===== src/rtl/legv8_multicycle_ctrl_pkg.sv =====
// Shared types, ALU function codes and opcode match patterns for the LEGv8
// multi-cycle controller; the opcode patterns are also used by the sign extender.
package legv8_ctrl_pkg;

  typedef enum logic [2:0] {
    S_FETCH  = 3'd0,
    S_DECODE = 3'd1,
    S_EXEC   = 3'd2,
    S_MEM    = 3'd3,
    S_WB     = 3'd4,
    S_FAULT  = 3'd7
  } state_t;

  typedef enum logic [2:0] {
    OPC_R, OPC_LSL, OPC_LDUR, OPC_STUR, OPC_B, OPC_CBZ
  } op_class_t;

  localparam logic [3:0] ALU_AND   = 4'b0000;
  localparam logic [3:0] ALU_ORR   = 4'b0001;
  localparam logic [3:0] ALU_ADD   = 4'b0010;
  localparam logic [3:0] ALU_LSL   = 4'b0011;
  localparam logic [3:0] ALU_SUB   = 4'b0110;
  localparam logic [3:0] ALU_PASSB = 4'b0111;

  localparam logic [1:0] IMM_D     = 2'b00;
  localparam logic [1:0] IMM_CB    = 2'b01;
  localparam logic [1:0] IMM_B     = 2'b10;
  localparam logic [1:0] IMM_SHAMT = 2'b11;

  localparam logic [5:0]  OP_B    = 6'b000101;
  localparam logic [7:0]  OP_CBZ  = 8'b10110100;
  localparam logic [10:0] OP_LDUR = 11'b11111000010;
  localparam logic [10:0] OP_STUR = 11'b11111000000;
  localparam logic [10:0] OP_LSL  = 11'b11010011011;
  localparam logic [10:0] OP_ADD  = 11'b10001011000;
  localparam logic [10:0] OP_SUB  = 11'b11001011000;
  localparam logic [10:0] OP_AND  = 11'b10001010000;
  localparam logic [10:0] OP_ORR  = 11'b10101010000;

  // R-type table: entry i pairs an opcode with its ALU function.
  localparam int N_RTYPE = 4;
  localparam logic [N_RTYPE-1:0][10:0] RTYPE_OPC = {OP_ORR, OP_AND, OP_SUB, OP_ADD};
  localparam logic [N_RTYPE-1:0][3:0]  RTYPE_ALU = {ALU_ORR, ALU_AND, ALU_SUB, ALU_ADD};

endpackage


===== src/rtl/legv8_multicycle_ctrl_if.sv =====
// Control bundle between the multi-cycle controller (master) and the datapath
// (slave): instruction/flag inputs and all control strobes.
interface legv8_ctrl_if;
  logic [31:0] Instr;
  logic        Zero;
  logic        mem_ready;
  logic        IRWrite;
  logic        PCWrite;
  logic        PCSrc;
  logic [1:0]  ImmSel;
  logic        ALUSrcB;
  logic [3:0]  ALUOp;
  logic        Reg2Loc;
  logic        MemRead;
  logic        MemWrite;
  logic        MemToReg;
  logic        RegWrite;
  logic        fault;
  logic [2:0]  state;

  modport master (
    input  Instr, Zero, mem_ready,
    output IRWrite, PCWrite, PCSrc, ImmSel, ALUSrcB, ALUOp, Reg2Loc,
           MemRead, MemWrite, MemToReg, RegWrite, fault, state
  );

  modport slave (
    output Instr, Zero, mem_ready,
    input  IRWrite, PCWrite, PCSrc, ImmSel, ALUSrcB, ALUOp, Reg2Loc,
           MemRead, MemWrite, MemToReg, RegWrite, fault, state
  );
endinterface


===== src/rtl/legv8_multicycle_ctrl_op_decode.sv =====
// Combinational opcode decode: instruction class, ALU function, immediate
// format and an illegal-opcode flag from Instr[31:21].
module legv8_op_decode
  import legv8_ctrl_pkg::*;
(
  input  logic [10:0] opcode,
  output op_class_t   op_class,
  output logic [3:0]  alu_op,
  output logic [1:0]  imm_sel,
  output logic        illegal
);

  logic [N_RTYPE-1:0] r_hit;

  generate
    for (genvar gi = 0; gi < N_RTYPE; gi++) begin : g_rtype
      assign r_hit[gi] = (opcode == RTYPE_OPC[gi]);
    end
  endgenerate

  always_comb begin
    op_class = OPC_R;
    alu_op   = ALU_AND;
    imm_sel  = IMM_D;
    illegal  = 1'b0;
    if (opcode[10:5] == OP_B) begin
      op_class = OPC_B;
      imm_sel  = IMM_B;
    end else if (opcode[10:3] == OP_CBZ) begin
      op_class = OPC_CBZ;
      alu_op   = ALU_PASSB;
      imm_sel  = IMM_CB;
    end else if (opcode == OP_LDUR) begin
      op_class = OPC_LDUR;
      alu_op   = ALU_ADD;
    end else if (opcode == OP_STUR) begin
      op_class = OPC_STUR;
      alu_op   = ALU_ADD;
    end else if (opcode == OP_LSL) begin
      op_class = OPC_LSL;
      alu_op   = ALU_LSL;
      imm_sel  = IMM_SHAMT;
    end else if (|r_hit) begin
      for (int i = 0; i < N_RTYPE; i++) begin
        if (r_hit[i]) alu_op = RTYPE_ALU[i];
      end
    end else begin
      illegal = 1'b1;
    end
  end

endmodule


===== src/rtl/legv8_multicycle_ctrl.sv =====
// LEGv8 multi-cycle control FSM: fetch/decode/exec/mem/writeback over one
// memory port, with a mem_ready wait timeout that latches a sticky fault.
module legv8_multicycle_ctrl
  import legv8_ctrl_pkg::*;
#(
  parameter int MAX_WAIT = 15,
  parameter int WAIT_W   = 8
) (
  input  logic          CLK,
  input  logic          resetl,
  legv8_ctrl_if.master  bus
);

  state_t            state_reg, state_next;
  logic [WAIT_W-1:0] wait_reg, wait_next;
  logic              fault_reg;

  op_class_t  dec_class;
  logic [3:0] dec_alu;
  logic [1:0] dec_imm;
  logic       dec_illegal;

  logic       ir_write, pc_write, pc_src, alu_src_b, reg2loc;
  logic       mem_read, mem_write, mem_to_reg, reg_write;
  logic [1:0] imm_sel;
  logic [3:0] alu_op;
  logic       timeout;

  legv8_op_decode u_dec (
    .opcode   (bus.Instr[31:21]),
    .op_class (dec_class),
    .alu_op   (dec_alu),
    .imm_sel  (dec_imm),
    .illegal  (dec_illegal)
  );

  // mem_ready in the final wait cycle takes priority over the timeout.
  assign timeout = (wait_reg == WAIT_W'(MAX_WAIT)) && !bus.mem_ready;

  always_comb begin
    state_next = state_reg;
    ir_write   = 1'b0;
    pc_write   = 1'b0;
    pc_src     = 1'b0;
    imm_sel    = IMM_D;
    alu_src_b  = 1'b0;
    alu_op     = ALU_AND;
    reg2loc    = 1'b0;
    mem_read   = 1'b0;
    mem_write  = 1'b0;
    mem_to_reg = 1'b0;
    reg_write  = 1'b0;
    case (state_reg)
      S_FETCH: begin
        mem_read = 1'b1;
        if (bus.mem_ready) begin
          ir_write   = 1'b1;
          pc_write   = 1'b1;
          state_next = S_DECODE;
        end else if (timeout) begin
          state_next = S_FAULT;
        end
      end
      S_DECODE: begin
        imm_sel    = dec_imm;
        state_next = dec_illegal ? S_FAULT : S_EXEC;
      end
      S_EXEC: begin
        imm_sel = dec_imm;
        alu_op  = dec_alu;
        case (dec_class)
          OPC_R:    state_next = S_WB;
          OPC_LSL: begin
            alu_src_b  = 1'b1;
            state_next = S_WB;
          end
          OPC_LDUR, OPC_STUR: begin
            alu_src_b  = 1'b1;
            state_next = S_MEM;
          end
          OPC_B: begin
            pc_write   = 1'b1;
            pc_src     = 1'b1;
            state_next = S_FETCH;
          end
          OPC_CBZ: begin
            reg2loc    = 1'b1;
            pc_src     = 1'b1;
            pc_write   = bus.Zero;
            state_next = S_FETCH;
          end
          default:  state_next = S_FAULT;
        endcase
      end
      S_MEM: begin
        if (dec_class == OPC_LDUR) begin
          mem_read = 1'b1;
        end else begin
          mem_write = 1'b1;
          reg2loc   = 1'b1;
        end
        if (bus.mem_ready) begin
          state_next = (dec_class == OPC_LDUR) ? S_WB : S_FETCH;
        end else if (timeout) begin
          state_next = S_FAULT;
        end
      end
      S_WB: begin
        reg_write  = 1'b1;
        mem_to_reg = (dec_class == OPC_LDUR);
        state_next = S_FETCH;
      end
      default: state_next = S_FAULT;
    endcase
  end

  // Counter restarts on every fresh entry into a wait-capable state.
  always_comb begin
    wait_next = wait_reg;
    if ((state_next != state_reg) && (state_next == S_FETCH || state_next == S_MEM)) begin
      wait_next = '0;
    end else if ((state_reg == S_FETCH || state_reg == S_MEM) && !bus.mem_ready) begin
      wait_next = wait_reg + WAIT_W'(1);
    end
  end

  always_ff @(posedge CLK) begin
    if (!resetl) begin
      state_reg <= S_FETCH;
      wait_reg  <= '0;
      fault_reg <= 1'b0;
    end else begin
      state_reg <= state_next;
      wait_reg  <= wait_next;
      fault_reg <= fault_reg | (state_next == S_FAULT);
    end
  end

  assign bus.IRWrite  = resetl & ir_write;
  assign bus.PCWrite  = resetl & pc_write;
  assign bus.PCSrc    = resetl & pc_src;
  assign bus.ImmSel   = resetl ? imm_sel : 2'b00;
  assign bus.ALUSrcB  = resetl & alu_src_b;
  assign bus.ALUOp    = resetl ? alu_op : 4'b0000;
  assign bus.Reg2Loc  = resetl & reg2loc;
  assign bus.MemRead  = resetl & mem_read;
  assign bus.MemWrite = resetl & mem_write;
  assign bus.MemToReg = resetl & mem_to_reg;
  assign bus.RegWrite = resetl & reg_write;
  assign bus.fault    = resetl & fault_reg;
  assign bus.state    = resetl ? state_reg : S_FETCH;

endmodule


===== src/flat_wrapper.sv =====
// flat-port wrapper written by rule: the top's interface ports become plain ports
module legv8_multicycle_ctrl_flat import legv8_ctrl_pkg::*;
#(
  parameter int MAX_WAIT = 15,
  parameter int WAIT_W   = 8
)
  (CLK, resetl, bus_Instr, bus_Zero, bus_mem_ready, bus_IRWrite, bus_PCWrite, bus_PCSrc, bus_ImmSel, bus_ALUSrcB, bus_ALUOp, bus_Reg2Loc, bus_MemRead, bus_MemWrite, bus_MemToReg, bus_RegWrite, bus_fault, bus_state);
  legv8_ctrl_if bus_i ();
  input  logic CLK;
  input  logic resetl;
  input wire logic [$bits(bus_i.Instr)-1:0] bus_Instr;
  input wire logic [$bits(bus_i.Zero)-1:0] bus_Zero;
  input wire logic [$bits(bus_i.mem_ready)-1:0] bus_mem_ready;
  output wire logic [$bits(bus_i.IRWrite)-1:0] bus_IRWrite;
  output wire logic [$bits(bus_i.PCWrite)-1:0] bus_PCWrite;
  output wire logic [$bits(bus_i.PCSrc)-1:0] bus_PCSrc;
  output wire logic [$bits(bus_i.ImmSel)-1:0] bus_ImmSel;
  output wire logic [$bits(bus_i.ALUSrcB)-1:0] bus_ALUSrcB;
  output wire logic [$bits(bus_i.ALUOp)-1:0] bus_ALUOp;
  output wire logic [$bits(bus_i.Reg2Loc)-1:0] bus_Reg2Loc;
  output wire logic [$bits(bus_i.MemRead)-1:0] bus_MemRead;
  output wire logic [$bits(bus_i.MemWrite)-1:0] bus_MemWrite;
  output wire logic [$bits(bus_i.MemToReg)-1:0] bus_MemToReg;
  output wire logic [$bits(bus_i.RegWrite)-1:0] bus_RegWrite;
  output wire logic [$bits(bus_i.fault)-1:0] bus_fault;
  output wire logic [$bits(bus_i.state)-1:0] bus_state;
  assign bus_i.Instr = bus_Instr;
  assign bus_i.Zero = bus_Zero;
  assign bus_i.mem_ready = bus_mem_ready;
  assign bus_IRWrite = bus_i.IRWrite;
  assign bus_PCWrite = bus_i.PCWrite;
  assign bus_PCSrc = bus_i.PCSrc;
  assign bus_ImmSel = bus_i.ImmSel;
  assign bus_ALUSrcB = bus_i.ALUSrcB;
  assign bus_ALUOp = bus_i.ALUOp;
  assign bus_Reg2Loc = bus_i.Reg2Loc;
  assign bus_MemRead = bus_i.MemRead;
  assign bus_MemWrite = bus_i.MemWrite;
  assign bus_MemToReg = bus_i.MemToReg;
  assign bus_RegWrite = bus_i.RegWrite;
  assign bus_fault = bus_i.fault;
  assign bus_state = bus_i.state;
  legv8_multicycle_ctrl #(.MAX_WAIT(MAX_WAIT), .WAIT_W(WAIT_W)) u_core (.CLK(CLK), .resetl(resetl), .bus(bus_i));
endmodule

===== config.mk =====
export PLATFORM = sky130hd
export DESIGN_NAME = legv8_multicycle_ctrl_flat
export DESIGN_NICKNAME = d
export VERILOG_FILES = /design/src/rtl/legv8_multicycle_ctrl_pkg.sv /design/src/rtl/legv8_multicycle_ctrl_if.sv /design/src/rtl/legv8_multicycle_ctrl_op_decode.sv /design/src/rtl/legv8_multicycle_ctrl.sv /design/src/flat_wrapper.sv
export SDC_FILE = /design/constraint.sdc
export NUM_CORES = 1
export LEC_CHECK = 0
export BUFFER_PORTS_ARGS = -buffer_cell sky130_fd_sc_hd__buf_2
export CORE_MARGIN = 2
export CORE_UTILIZATION = 42
export CTS_CLUSTER_SIZE = 16
export DETAILED_ROUTE_END_ITERATION = 6
export PLACE_DENSITY_LB_ADDON = 0.12
export SETUP_SLACK_MARGIN = 0.2
export SLEW_MARGIN = 20
export SYNTH_ARGS = -nofsm -noshare
export SYNTH_HDL_FRONTEND = slang
export SYNTH_SLANG_ARGS = --single-unit

===== constraint.sdc =====
create_clock -name CLK -period 1.9 [get_ports CLK]
set_input_delay 0.38 -clock CLK [delete_from_list [all_inputs] [get_ports CLK]]
set_output_delay 0.38 -clock CLK [all_outputs]
set_load 0.02 [all_outputs]

# Word-level counts from Yosys, hierarchy flattened
# Cells that the tools add are included.
dict set report op_classes {
  n_mux 54
  reduce_logical 16
  bitwise 12
  n_addsub 1
  eq_ne 22
}
# operator count
set op_table {}
lappend op_table {{== test 11 bit (second input constant)} 7}
lappend op_table {{2-to-1 mux 4 bit} 11}
lappend op_table {{2-to-1 mux 3 bit} 8}
lappend op_table {{2-to-1 mux 2 bit} 10}
lappend op_table {{2-to-1 mux 1 bit} 19}
lappend op_table {{== test 3 x 2 -> 1 bit (second input constant)} 5}
lappend op_table {{case mux 3 bit (5 select lines)} 1}
lappend op_table {{== test 3 bit (second input constant)} 4}
lappend op_table {{AND 1 bit} 10}
lappend op_table {{OR reduction 2 bit} 5}
lappend op_table {{zero test 3 bit} 3}
lappend op_table {{case mux 3 bit (3 select lines)} 1}
lappend op_table {{adder 8 x 1 -> 8 bit (second input constant)} 1}
lappend op_table {{== test 8 x 4 -> 1 bit (second input constant)} 1}
lappend op_table {{== test 8 bit (second input constant)} 1}
lappend op_table {{case mux 1 bit (2 select lines)} 4}
lappend op_table {{== test 3 x 1 -> 1 bit (second input constant)} 2}
lappend op_table {{== test 6 x 3 -> 1 bit (second input constant)} 1}
lappend op_table {{OR reduction 4 bit} 1}
lappend op_table {{logical AND 1 bit} 3}
lappend op_table {{inequality test 3 bit} 1}
lappend op_table {{OR reduction 3 bit} 1}
lappend op_table {{logical OR 1 bit} 2}
lappend op_table {{zero test 1 bit} 1}
lappend op_table {{2 further kinds} 2}
dict set report totals {
  input_bits 36
  reg_bits 12
  output_inout_bits 19
  wordCells 108
}

# Depth between registers and ports, before layout
dict set report depth {
  depth_word 14
  ltp_mapped 6
  ltp_nobuf 6
}

# Cells and area by module
# A second synthesis with hierarchy kept.
dict set report hier_totals {
  cells_unflattened 148
  area_unflattened_um2 1147.4
}
# mod seq_area_each_um2 n_inst cells_per_inst area_per_inst_um2
set modules_own_cells {}
lappend modules_own_cells {legv8_multicycle_ctrl 240.2 1 116 920.9}
lappend modules_own_cells {legv8_op_decode 0.0 1 32 226.5}

# Worst setup path before layout
# Ideal clock, no wire load.
dict set report synth_timing {
  kind {input to output}
  start {input port bus_Instr[30]}
  end {output port bus_ImmSel[1]}
  path_stages 3
  required_time_ps 1520
  slack_ps -671
  n_path_buf 0
  arrival_time_ps 2191
  cell_sequence {nand4bb_1 -> or3_2 -> a2111oi_0}
}
dict set report synth_between {
  elab_chain_cells 8
  word_cells_on_any_way 12
  classes_between {5 x eq/ne; 7 x mux}
}
# element line
set synth_rtl {}
lappend synth_rtl {{start: declaration} flat_wrapper.sv:11} ;# input wire logic [$bits(bus_i.Instr)-1:0] bus_Instr;
lappend synth_rtl {{== test 11 bit} legv8_multicycle_ctrl_op_decode.sv:39} ;# end else if (opcode == OP_LSL) begin
lappend synth_rtl {{2-to-1 mux 2 bit} legv8_multicycle_ctrl_op_decode.sv:39}
lappend synth_rtl {{2-to-1 mux 2 bit} legv8_multicycle_ctrl_op_decode.sv:36} ;# end else if (opcode == OP_STUR) begin
lappend synth_rtl {{2-to-1 mux 2 bit} legv8_multicycle_ctrl_op_decode.sv:33} ;# end else if (opcode == OP_LDUR) begin
lappend synth_rtl {{2-to-1 mux 2 bit} legv8_multicycle_ctrl_op_decode.sv:29} ;# end else if (opcode[10:3] == OP_CBZ) begin
lappend synth_rtl {{2-to-1 mux 2 bit (*)} legv8_multicycle_ctrl_op_decode.sv:26} ;# if (opcode[10:5] == OP_B) begin
lappend synth_rtl {{2-to-1 mux 2 bit (*)} legv8_multicycle_ctrl.sv:53} ;# case (state_reg)
lappend synth_rtl {{2-to-1 mux 2 bit (*)} legv8_multicycle_ctrl.sv:142} ;# assign bus.ImmSel = resetl ? imm_sel : 2'b00;
lappend synth_rtl {{end: declaration} flat_wrapper.sv:17} ;# output wire logic [$bits(bus_i.ImmSel)-1:0] bus_ImmSel;
# Every way passes the cells marked *; elsewhere a longest branch is shown, timed or not.

# Final worst setup path
dict set report layout_timing {
  start {input port bus_Instr[28]}
  end {output port bus_ALUOp[0]}
}
dict set report layout_between {
  elab_chain_cells 12
  word_cells_on_any_way 21
  classes_between {9 x eq/ne; 11 x mux; 1 x reduce/logical}
}
# element line
set layout_rtl {}
lappend layout_rtl {{== test 11 bit} legv8_multicycle_ctrl_op_decode.sv:17} ;# assign r_hit[gi] = (opcode == RTYPE_OPC[gi]);
lappend layout_rtl {{2-to-1 mux 4 bit (3 in a row)} legv8_multicycle_ctrl_op_decode.sv:45} ;# if (r_hit[i]) alu_op = RTYPE_ALU[i];
lappend layout_rtl {{2-to-1 mux 4 bit} legv8_multicycle_ctrl_op_decode.sv:43} ;# end else if (|r_hit) begin
lappend layout_rtl {{2-to-1 mux 4 bit} legv8_multicycle_ctrl_op_decode.sv:39}
lappend layout_rtl {{2-to-1 mux 4 bit} legv8_multicycle_ctrl_op_decode.sv:36}
lappend layout_rtl {{2-to-1 mux 4 bit} legv8_multicycle_ctrl_op_decode.sv:33}
lappend layout_rtl {{2-to-1 mux 4 bit} legv8_multicycle_ctrl_op_decode.sv:29}
lappend layout_rtl {{2-to-1 mux 4 bit (*)} legv8_multicycle_ctrl_op_decode.sv:26}
lappend layout_rtl {{2-to-1 mux 4 bit (*)} legv8_multicycle_ctrl.sv:53}
lappend layout_rtl {{2-to-1 mux 4 bit (*)} legv8_multicycle_ctrl.sv:144} ;# assign bus.ALUOp = resetl ? alu_op : 4'b0000;
lappend layout_rtl {{end: declaration} flat_wrapper.sv:19} ;# output wire logic [$bits(bus_i.ALUOp)-1:0] bus_ALUOp;
# Marked as above.

==> metrics.txt <==
Initial Utilization roughly 44%; peak supply drop 855 uV; register area share after synthesis 19.9%; Worst R2R Path Depth 8; Vias 1693; RSZ-0062 raised after global routing yes; post-synthesis cell area roughly 1200 sq um; Synth Warn # 0; residual DRC count 0; total wire length 5570 microns; clk_lat worst skew about 0.26 ns; Post-Place Cells 248; CTS tree built; failing checks negative setup slack; Max Clock Freq 0.472 GHz; vias in the first global route roughly 1600; Final HPWL DP slightly below 3000 microns; Post-synth EDFFs 0; RR Startpoint u_core.state_reg[1]; Final Non-Filler Cells approximately 270; initial antenna violation count 0; WP data required 1.52 ns; DRT antenna net count 0; Root Buffer Master clkbuf_4; cell taking the most area after synthesis dfxtp_1; r2r endpoint u_core.wait_reg[7]; final setup margin -0.218 ns; Period Utilization, post-route 111%; flop and latch count out of synthesis 12; CP max stage cell or4b_4; Tmin final about 2.1 ns; Max-cap violations 0; Netlist cell types a little over 50; Tightest Pin Transition around 0.63 ns; Async SR Flop Fraction 0%; remaining global-route overflow 0; Worst-path clk slew 0.07 ns; Crit path max-delay family simple AND/OR/NAND/NOR gates; drt via density 6.32; H-tree depth 1; Crit. End Element output port; top cells by area, synth dfxtp_1 20%, nand2_1 8.1%, xnor2_1 5.1%; Die Width a little under 60 microns; diode count 0; number of buffers added on ports 32; top-area cell type share of the netlist area about a fifth; Die Y between 50 and 60 microns; post-route setup TNS -1.22 ns; TritonCTS Buffers 3; Area Overhead vs Synth 88.5%; critical path arrival 1.74 ns; critical path class input port to output port; Post-Syn Nets 198; WL per Instance 20.8 microns; Worst Skew 0.00190 ns; Clock Tree Buf Depth 2; num rows 19; max FFs per register 8; # setup viols final 19; Placer Congestion 0.854; 1st-iter DRT viols 128; Crit Path Max Fanout 2; largest net degree at the start of global routing 15; layout cells sized above 1 between 50 and 60%; Worst Hold Path EP u_core.fault_reg; # IOs 55; Pwr per Cell Area between 600 and 700 nW/um^2; Synth Flop Type dfxtp_1; Worst setup SP type input port; first-pass GRT wire length 7850 microns; Post-Syn Instances 161; Syn Area/Cell 7.51 sq um; nets 276; CP Cell Sequence buf_8 > nor4b_4 > nand2_2 > or4b_4 > a21oi_4 > buf_6; core region area 2730 sq um; HP Class flip-flop to flip-flop; Stages on worst setup path 6; final hold vios 0; fin. max-slew vios 0; drt pass-1 iters 4; die area roughly 3300 sq um; buffer and inverter count on the worst path 2; Hold Path Origin u_core.fault_reg; slowest stage delay, CP 0.54 ns; slack of the worst reg-to-reg path approximately 0.090 ns; Global Route Usage Sum 30.6%; WHS Path Cells 2; Max transition margin 57.2%; clk sinks 12; status finished with violations; P_leak a little under 0.9 nW
==> cell type report <==
cell class              instances  area, sq um
well taps                      31         38.8
flip-flops and latches         12          249
clock buffers                   3         22.5
fillers                       154          455
repair buffers                 79          698
multi-input cells             141         1260
inverters                       2         7.51
==> power breakdown <==
| group | total [W] | switching (W) | internal, W |
|---|---|---|---|
| registers | 0.000329 | 0.0000382 | 0.000290 |
| clock network | 0.000151 | 0.0000780 | 0.0000731 |
| logic | 0.000948 | 0.000498 | 0.000451 |
==> kinds of logic after synthesis <==
family,share of synthesized area [%]
XOR/XNOR,5.07
flip-flops,19.9
buffers and inverters,2.90
AND/OR/NAND/NOR,46.2
multiplexers,1.76
AO/OA/AOI/OAI,22.9
adder cells (fa/ha/maj),1.04
other,0.310
==> worst max-delay path by stage <==
stage	startpoint	endpoint	slack, ns
CTS	bus_Instr[24]	bus_ALUSrcB	-0.11
global placement	bus_Instr[28]	bus_ALUOp[0]	-0.19
finish	bus_Instr[28]	bus_ALUOp[0]	-0.22
floorplan	bus_Instr[25]	bus_ALUSrcB	0.02
global route	bus_Instr[28]	bus_ALUOp[0]	-0.22
detailed placement	bus_Instr[29]	u_core.wait_reg[2]	-0.21
==> stage by stage <==
stage	utilization [%]	worst slack [ns]	hold slack (ns)	total power [W]	area, sq um
2_1_floorplan	-	0.0181	0.473	0.000761	1390
3_3_place_gp	65.4	-0.190	0.485	0.000943	1790
3_5_place_dp	65.4	-0.211	0.495	0.000968	1790
4_1_cts	79.0	-0.114	0.499	0.00133	2160
5_1_grt	83.3	-0.219	0.527	0.00150	2280
6_report	83.3	-0.218	0.497	0.00143	2280
==> cell usage after synthesis, types with 4 or more instances <==
cell,n
o21ai_0,4
and2_1,8
and3_1,6
nand2_1,26
nor2_1,12
nor2b_1,4
o22ai_1,8
nand4_1,6
xnor2_1,7
a21oi_1,7
nor3_1,4
clkbuf_1,4
dfxtp_1,12
nor4_1,5
==> timing repair <==
action	4_1_cts	5_1_grt
pin swaps	21	15
resized for setup	62	21
buffers inserted	14	3
endpoints found under the setup margin	24	25
hold buffers	0	0
==> layout by cell type (no fill, tap or decap), drive strengths merged, types with 2 or more instances in the layout <==
cell / count
and2: 8
xnor2: 7
and3: 6
nand4bb: 2
nor4: 5
nor2b: 4
o21ai: 4
a21oi: 7
nor3: 6
buf: 79
or3: 2
a21boi: 3
nor3b: 2
nand2b: 2
inv: 2
nor2: 12
o22ai: 8
a211oi: 2
clkbuf: 3
nand2: 26
dfxtp: 12
nor4b: 2
o211ai: 2
nand4b: 3
a2111oi: 2
nor4bb: 2
nand3: 2
nand4: 6
==> metal layers <==
layer	vias to the layer above	GRT usage [%]	wire length, microns
li1	776	-	-
met1	798	36.2	2160
met2	96	53.7	2880
met3	23	5.36	346
met4	0	14.3	179
met5	-	0	0
==> worst min-delay path, stage by stage, from the launching register on <==
cell	delay (ns)
dfxtp_1	0.30
nand2_1	0.09
a221oi_2	0.06
Note: power is estimated with default switching activity, not from simulation.
